$ cat config.mk
export PLATFORM = sky130hd
export DESIGN_NAME = ifu_line_prefetch
export DESIGN_NICKNAME = d
export VERILOG_FILES = /design/src/rtl/ifu_line_prefetch.sv
export SDC_FILE = /design/constraint.sdc
export NUM_CORES = 1
export LEC_CHECK = 0
export ABC_AREA = 1
export CAP_MARGIN = 30
export CORE_MARGIN = 8
export CORE_UTILIZATION = 39
export DETAILED_ROUTE_END_ITERATION = 8
export PLACE_DENSITY = 0.76
export SETUP_SLACK_MARGIN = 0.4
export SYNTH_ARGS = -nofsm -noshare
export SYNTH_HDL_FRONTEND = slang
export SYNTH_SLANG_ARGS = --single-unit
$ cat constraint.sdc
create_clock -name clk -period 6.34 [get_ports clk]
set_input_delay 0.951 -clock clk [delete_from_list [all_inputs] [get_ports clk]]
set_output_delay 0.951 -clock clk [all_outputs]
set_load 0.01 [all_outputs]
$ cat src/rtl/ifu_line_prefetch.sv
// rtl/ifu_line_prefetch.sv - instruction fetch unit with line refill over AXI4 read and an instruction queue toward IDU
module ifu_line_prefetch #(
  parameter int unsigned LINE_WORDS = 4,
  parameter int unsigned IQ_DEPTH   = 4,
  parameter logic [31:0] RESET_PC   = 32'h3000_0000,
  parameter logic [3:0]  BURST_LO   = 4'hA,
  parameter logic [3:0]  BURST_HI   = 4'hB,
  parameter logic [3:0]  AXI_ID     = 4'h0
) (
  input  logic                     clk,
  input  logic                     rst,
  input  logic                     redirect_valid,
  input  logic [31:0]              redirect_pc,
  output logic                     out_valid,
  input  logic                     out_ready,
  output logic [31:0]              out_pc,
  output logic [31:0]              out_inst,
  output logic                     out_fault,
  output logic [31:0]              ic_addr,
  input  logic                     ic_hit,
  input  logic [31:0]              ic_data,
  output logic                     refill_valid,
  output logic [31:0]              refill_addr,
  output logic [32*LINE_WORDS-1:0] refill_data,
  output logic                     arvalid,
  input  logic                     arready,
  output logic [31:0]              araddr,
  output logic [3:0]               arid,
  output logic [7:0]               arlen,
  output logic [2:0]               arsize,
  output logic [1:0]               arburst,
  input  logic                     rvalid,
  output logic                     rready,
  input  logic [31:0]              rdata,
  input  logic [1:0]               rresp,
  input  logic                     rlast
);

  localparam int unsigned BW = (LINE_WORDS > 1) ? $clog2(LINE_WORDS) : 1;
  localparam int unsigned PW = $clog2(IQ_DEPTH);
  localparam logic [31:0]   LINE_MASK = ~(32'(LINE_WORDS * 4) - 32'd1);
  localparam logic [BW-1:0] LAST_BEAT = BW'(LINE_WORDS - 1);
  localparam logic [PW:0]   IQ_FULL   = (PW + 1)'(IQ_DEPTH);

  typedef enum logic [1:0] {S_LOOKUP, S_AR, S_R, S_FILL} state_t;

  state_t                  state_q, state_d;
  logic [31:0]             fetch_pc_q, fetch_pc_d;
  logic [31:0]             base_q, base_d;
  logic                    burst_q, burst_d;
  logic [BW-1:0]           beat_q, beat_d;
  logic                    fault_acc_q, fault_acc_d;
  logic                    halted_q, halted_d;
  logic                    redir_seen_q, redir_seen_d;
  logic [32*LINE_WORDS-1:0] refill_data_q, refill_data_d;

  logic [31:0] iq_pc    [IQ_DEPTH];
  logic [31:0] iq_inst  [IQ_DEPTH];
  logic        iq_fault [IQ_DEPTH];
  logic [PW-1:0] rd_ptr_q, wr_ptr_q;
  logic [PW:0]   count_q;

  logic        iq_full;
  logic        enq;
  logic [31:0] enq_inst;
  logic        enq_fault;
  logic        deq;

  assign iq_full   = (count_q == IQ_FULL);
  assign out_valid = (count_q != '0) && !redirect_valid;
  assign deq       = out_valid && out_ready;
  assign out_pc    = iq_pc[rd_ptr_q];
  assign out_inst  = iq_inst[rd_ptr_q];
  assign out_fault = iq_fault[rd_ptr_q];

  assign ic_addr     = fetch_pc_q;
  assign refill_addr = base_q;
  assign refill_data = refill_data_q;
  assign arid        = AXI_ID;
  assign arsize      = 3'b010;
  assign araddr      = burst_q ? base_q : base_q + (32'(beat_q) << 2);
  assign arlen       = burst_q ? 8'(LINE_WORDS - 1) : 8'd0;
  assign arburst     = burst_q ? 2'b01 : 2'b00;

  always_comb begin
    state_d       = state_q;
    fetch_pc_d    = fetch_pc_q;
    base_d        = base_q;
    burst_d       = burst_q;
    beat_d        = beat_q;
    fault_acc_d   = fault_acc_q;
    halted_d      = halted_q;
    redir_seen_d  = redir_seen_q;
    refill_data_d = refill_data_q;
    enq           = 1'b0;
    enq_inst      = ic_data;
    enq_fault     = 1'b0;
    arvalid       = 1'b0;
    rready        = 1'b0;
    refill_valid  = 1'b0;

    case (state_q)
      S_LOOKUP: begin
        if (!halted_q && !redirect_valid && !iq_full) begin
          if (ic_hit) begin
            enq        = 1'b1;
            fetch_pc_d = fetch_pc_q + 32'd4;
          end else begin
            base_d       = fetch_pc_q & LINE_MASK;
            burst_d      = (fetch_pc_q[31:28] >= BURST_LO) && (fetch_pc_q[31:28] <= BURST_HI);
            beat_d       = '0;
            fault_acc_d  = 1'b0;
            redir_seen_d = 1'b0;
            state_d      = S_AR;
          end
        end
      end
      S_AR: begin
        arvalid = 1'b1;
        if (arready) state_d = S_R;
      end
      S_R: begin
        rready = 1'b1;
        if (rvalid) begin
          for (int i = 0; i < int'(LINE_WORDS); i++) begin
            if (beat_q == BW'(i)) refill_data_d[32*i +: 32] = rdata;
          end
          if (rresp != 2'b00) fault_acc_d = 1'b1;
          beat_d = beat_q + 1'b1;
          if (burst_q) begin
            if (rlast) state_d = S_FILL;
          end else if (beat_q == LAST_BEAT) begin
            state_d = S_FILL;
          end else begin
            state_d = S_AR;
          end
        end
      end
      S_FILL: begin
        // A faulted line is only reported if the fetch path it belongs to is still live
        if (!fault_acc_q) begin
          refill_valid = 1'b1;
          state_d      = S_LOOKUP;
        end else if (redir_seen_q || redirect_valid) begin
          state_d = S_LOOKUP;
        end else if (!iq_full) begin
          enq       = 1'b1;
          enq_inst  = 32'h0;
          enq_fault = 1'b1;
          halted_d  = 1'b1;
          state_d   = S_LOOKUP;
        end
      end
      default: state_d = S_LOOKUP;
    endcase

    if (redirect_valid) begin
      fetch_pc_d   = redirect_pc;
      halted_d     = 1'b0;
      redir_seen_d = 1'b1;
    end
  end

  always_ff @(posedge clk or posedge rst) begin
    if (rst) begin
      state_q       <= S_LOOKUP;
      fetch_pc_q    <= RESET_PC;
      base_q        <= '0;
      burst_q       <= 1'b0;
      beat_q        <= '0;
      fault_acc_q   <= 1'b0;
      halted_q      <= 1'b0;
      redir_seen_q  <= 1'b0;
      refill_data_q <= '0;
    end else begin
      state_q       <= state_d;
      fetch_pc_q    <= fetch_pc_d;
      base_q        <= base_d;
      burst_q       <= burst_d;
      beat_q        <= beat_d;
      fault_acc_q   <= fault_acc_d;
      halted_q      <= halted_d;
      redir_seen_q  <= redir_seen_d;
      refill_data_q <= refill_data_d;
    end
  end

  // No enqueue bypass on a full queue: a same-cycle dequeue does not free the slot early
  always_ff @(posedge clk or posedge rst) begin
    if (rst) begin
      count_q  <= '0;
      rd_ptr_q <= '0;
      wr_ptr_q <= '0;
    end else if (redirect_valid) begin
      count_q  <= '0;
      rd_ptr_q <= '0;
      wr_ptr_q <= '0;
    end else begin
      if (enq) wr_ptr_q <= wr_ptr_q + 1'b1;
      if (deq) rd_ptr_q <= rd_ptr_q + 1'b1;
      count_q <= count_q + (PW + 1)'(enq) - (PW + 1)'(deq);
    end
  end

  always_ff @(posedge clk) begin
    if (enq) begin
      iq_pc[wr_ptr_q]    <= fetch_pc_q;
      iq_inst[wr_ptr_q]  <= enq_inst;
      iq_fault[wr_ptr_q] <= enq_fault;
    end
  end

endmodule

==> impl.org <==
** Synth
- For this run, the register share of the synthesized area comes to 0.6769.
- Combinational family with the most area after synthesis :: simple AND/OR/NAND/NOR gates
- After synthesis, the share of cell area in mux cells is 0.
- A synthesized cell averages 10.59 um^2.
- Post-synthesis share of cell area spent on and, or, nand and nor gates :: 0.1309
- Of the total synthesized cell area, the portion taken by full adders, half adders and majority gates is 0.01156.
- Sorting the synthesized cells by area gives the leading types as edfxtp_1 41%, dfrtp_1 26%, o21ai_0 8.1%, nand2_1 6.4%, nor2_1 4.5%.
- The number of different library cells used by synthesis comes to 33.
- The share of synthesized area in the top cell type comes to 0.4100.
- Of the total synthesized cell area, the portion taken by XOR and XNOR cells is 0.0009198.
- The post-synthesis compound-gate area fraction is 0.1100.
- Number of synthesized register bits :: ~460
- The biggest area contributor in the post-synthesis netlist is edfxtp_1.
- Top_reg_cell synth :: edfxtp_1
- Combined area of all synthesized cells :: 0.01904 mm^2
- For this run, the number of Yosys warnings is 0.
- After synthesis, the share of flip-flops with an asynchronous set or reset is 0.4384.
- Synthesis produced a netlist whose cell count is 1799.
- In this run, synthesis inferred 260 flip-flops with an integrated enable.

** Finish
- The library cell used most frequently in the layout, excluding fill and tap cells, is clkdlybuf4s50_1.
- Of the cells placed in the final design, the portion with a size suffix greater than 1 is 0.05584.
- Final Instance Count excl. Fillers :: about 2800
- Area Overhead vs Synth :: 31.27%
- The top cell types in the final layout, fill and taps aside, are 395 x clkdlybuf4s50_1, 326 x nand2_1, 308 x o21ai_0.
- Post-route design area :: 0.02500 mm^2
- NumNets Final :: 2269

** Job
- Max-cap violations in this run came to 0.

** Place
- During placement, the flow inserted port buffers numbering 395.
- At the end of routability-driven placement, the weighted congestion stood at 0.9047.
- Dpl hpwl :: 39730 um
- Cells after DPL :: about 2700
- Area of placed instances :: 0.02331 mm^2

** Global routing
- Entering global routing, the biggest net connects between 100 and 150 pins.
- Number of antenna violations at the first check in global routing :: 11
- The first global-routing pass estimated 87200 um of wire.
- The via count of the first global-routing pass is around 15000.
- Overall fraction of global-route tracks in use :: 0.1976
- Global routing finished with a remaining overflow of 0.

** Setup path
- The startpoint identified for the worst register-to-register timing path is state_q[1].
- Of all nets on the critical path, the largest fanout is 60.
- STA classifies the critical path startpoint as a register.
- Type of the worst setup path :: register to output port
- Worst r2r path cells :: 9
- The signal on the critical path passes through clkinv_2 -> buf_4 -> o21ai_0 -> o22ai_1 -> clkdlybuf4s50_1.
- The worst register-to-register path ends at iq_pc[0][25].
- Worst R2R Setup Slack :: a little over 3000 ps
- Kind of capture point of the worst setup path :: output port
- On the critical path, the stage with the largest delay is an instance of dfrtp_4.
- Worst stage delay on the critical path :: 710 ps
- At the worst endpoint, the arrival time is 3340 ps.
- Required time reported for the critical path endpoint :: 5390 ps
- Top Family by Delay on Critical Path :: buffers and inverters
- Together, buffers and inverters on the worst path number 3.

** Clock tree
- Count of clock tree sinks :: 463
- The number of gates resized after CTS was 0.
- Maximum count of clock buffers along a single path :: 3
- Clock tree synthesis inserted a total of just under 50 buffers.
- Setup fix buffers added after clock tree synthesis :: 0
- The tree is rooted in a clkbuf_16.
- Clock-pin slew was measured on the worst setup and hold paths at roughly 60 ps.
- TritonCTS clock tree :: done
- Count of H-tree levels built during CTS :: 2
- Clock latency reported for the late side of the worst-skew pair :: 590 ps
- In this run, post-CTS hold repair placed 0 buffers.

** Pwr
- Of the total power, the share spent switching nets is 0.3220.
- In this run the static leakage power is 10.01 nW.
- Across the VDD grid, the largest voltage drop is 0.3093 mV.
- P per Cell Area :: 414.8 mW/mm^2
- Combinational fraction of design power :: 0.311
- Pwr Total :: roughly 10 mW
- Of the total power, the clock network draws 0.280.
- Switching component of the power :: 3.339 mW
- The share of total power dissipated in sequential elements is 0.410.
- Internal Pwr Total :: 7.030 mW

** Timing
- Relative slew slack :: 0.3212
- Highest achievable clock rate :: 0.2328 GHz
- Final number of setup-violating endpoints :: 0
- Worst slack on hold paths :: 483.4 ps
- The final number of hold-violating endpoints is 0.
- Dividing the final minimum period by the clock period gives 0.6775.
- Adding up every negative setup slack in the final design gives 0 ps.
- The total count of max-transition violations in the final report is 0.
- Clock period minus final worst setup slack :: 4296 ps
- Slew @ Worst Pin :: 1018 ps
- Worst-case clock skew :: approximately 26 ps
- Setup repair after global routing left no endpoint under its margin.

** Detailed routing
- For this run, design rule violations remaining after detail routing come to 0.
- Dividing the detail-routed wire length by the instance count gives between 20 and 25 um.
- 1st-pass router iterations :: 7
- Final wirelength :: around 57000 um
- After detailed routing, the number of vias per cell comes to 5.135.
- The routed layout has 14430 vias.
- Post-DRT Antenna Nets :: 0
- DRC violation total after the first TritonRoute iteration :: between 1000 and 1500

** Floorplanning
- Measured along the x axis, the die boundary spans around 240 um.
- Number of top-level pins :: 416
- After floorplanning, the core was divided into 81 placement rows.
- DIE AREA :: approximately 0.056 mm^2
- For this configuration, the core starts out at a cell density of 0.3923.
- In this run the standard cell core region covers 0.04855 mm^2.
- The floorplan step set the die height to 237.0 um.

** Min path
- Worst-case hold path end point :: refill_data[82]
- Type of the tightest min-delay check :: register to register
- Min-Delay Path Depth :: 2
- The startpoint identified for the worst hold timing path is refill_data[82].

** Run status
- The flow ran to the end, and the final reports show no timing, DRC or antenna violations.
==> flip-flops by register name, indices dropped and copies added, names as in the netlist, 2 cells and up <==
register	cells
ic_addr	32
refill_data	128
iq_inst	128
iq_fault	4
wr_ptr_q	2
rd_ptr_q	2
count_q	3
iq_pc	128
beat_q	2
refill_addr	28
state_q	2
==> cell type report <==
class	count	area (um^2)
multi-input combinational	1066	4950
clock buffer	60	1301
fill	4147	23550
inverter	150	568.0
sequential	463	12890
antenna	4	10.01
clock inverter	30	335.3
tap	622	778.2
timing repair buffer	416	4161
==> power groups by stage <==
stage	clock network [mW]	logic (mW)	registers (mW)
2_1_floorplan	0	1.33	4.29
3_3_place_gp	0	3.17	4.27
3_5_place_dp	0	3.23	4.29
4_1_cts	2.97	3.25	4.25
5_1_grt	3.08	3.52	4.32
6_report	2.90	3.22	4.25
==> cell usage after synthesis, drive strengths merged (2+ instances only) <==
master	count
nand2	326
o21ai	322
edfxtp	260
nor2	230
dfrtp	201
inv	147
buf	73
o22ai	69
clkbuf	65
nand3	64
ha	16
or2	4
a21oi	3
clkinv	3
nor3	3
o211ai	3
conb	2
dfstp	2
==> worst max-delay path by stage <==
| stage | startpoint | endpoint | slack, ps | cells after the start |
|---|---|---|---|---|
| after global placement | redirect_valid | iq_pc[0][30] | 1900 | 8 |
| after detailed placement | redirect_valid | iq_pc[0][24] | 1800 | 8 |
| after global routing | rd_ptr_q[0] | out_pc[12] | 1800 | 5 |
| after floorplan | redirect_valid | iq_fault[0] | 1520 | 6 |
| after CTS | rd_ptr_q[0] | out_pc[8] | 1390 | 5 |
| final | rd_ptr_q[0] | out_pc[8] | 2040 | 5 |
==> kinds of logic (layout without fill, tap and decap cells) <==
logic type / Yosys count / after routing
compound gates: 399 / 399
xor+xnor: 2 / 2
fa+ha+maj: 17 / 17
buf+inv: 288 / 656
flops: 463 / 463
other cells: 2 / 24
simple gates: 628 / 628
==> per-stage QoR <==
step | worst slack (ps) | utilization
global placement | 1903 | 0.4798
detailed placement | 1804 | 0.4802
floorplan | 1517 | -
global route | 1795 | 0.5148
finish | 2044 | 0.5150
CTS | 1386 | 0.5139
==> per-layer routing <==
layer | GRT usage | wire (um) | vias to the layer above
li1 | - | - | 6688
met1 | 0.2345 | 21930 | 6948
met2 | 0.3248 | 27210 | 667
met3 | 0.08149 | 6248 | 119
met4 | 0.06179 | 1678 | 12
met5 | 0 | 78 | -
==> tightest hold or removal path: cells and delay by family (launching register included) <==
| family | cells | cell delay (ps) |
|---|---|---|
| AOI/OAI and AO/OA | 1 | 60 |
| DFF | 1 | 340 |
| and+or+nand+nor | 1 | 50 |
Power figures use the tool's default switching activity.
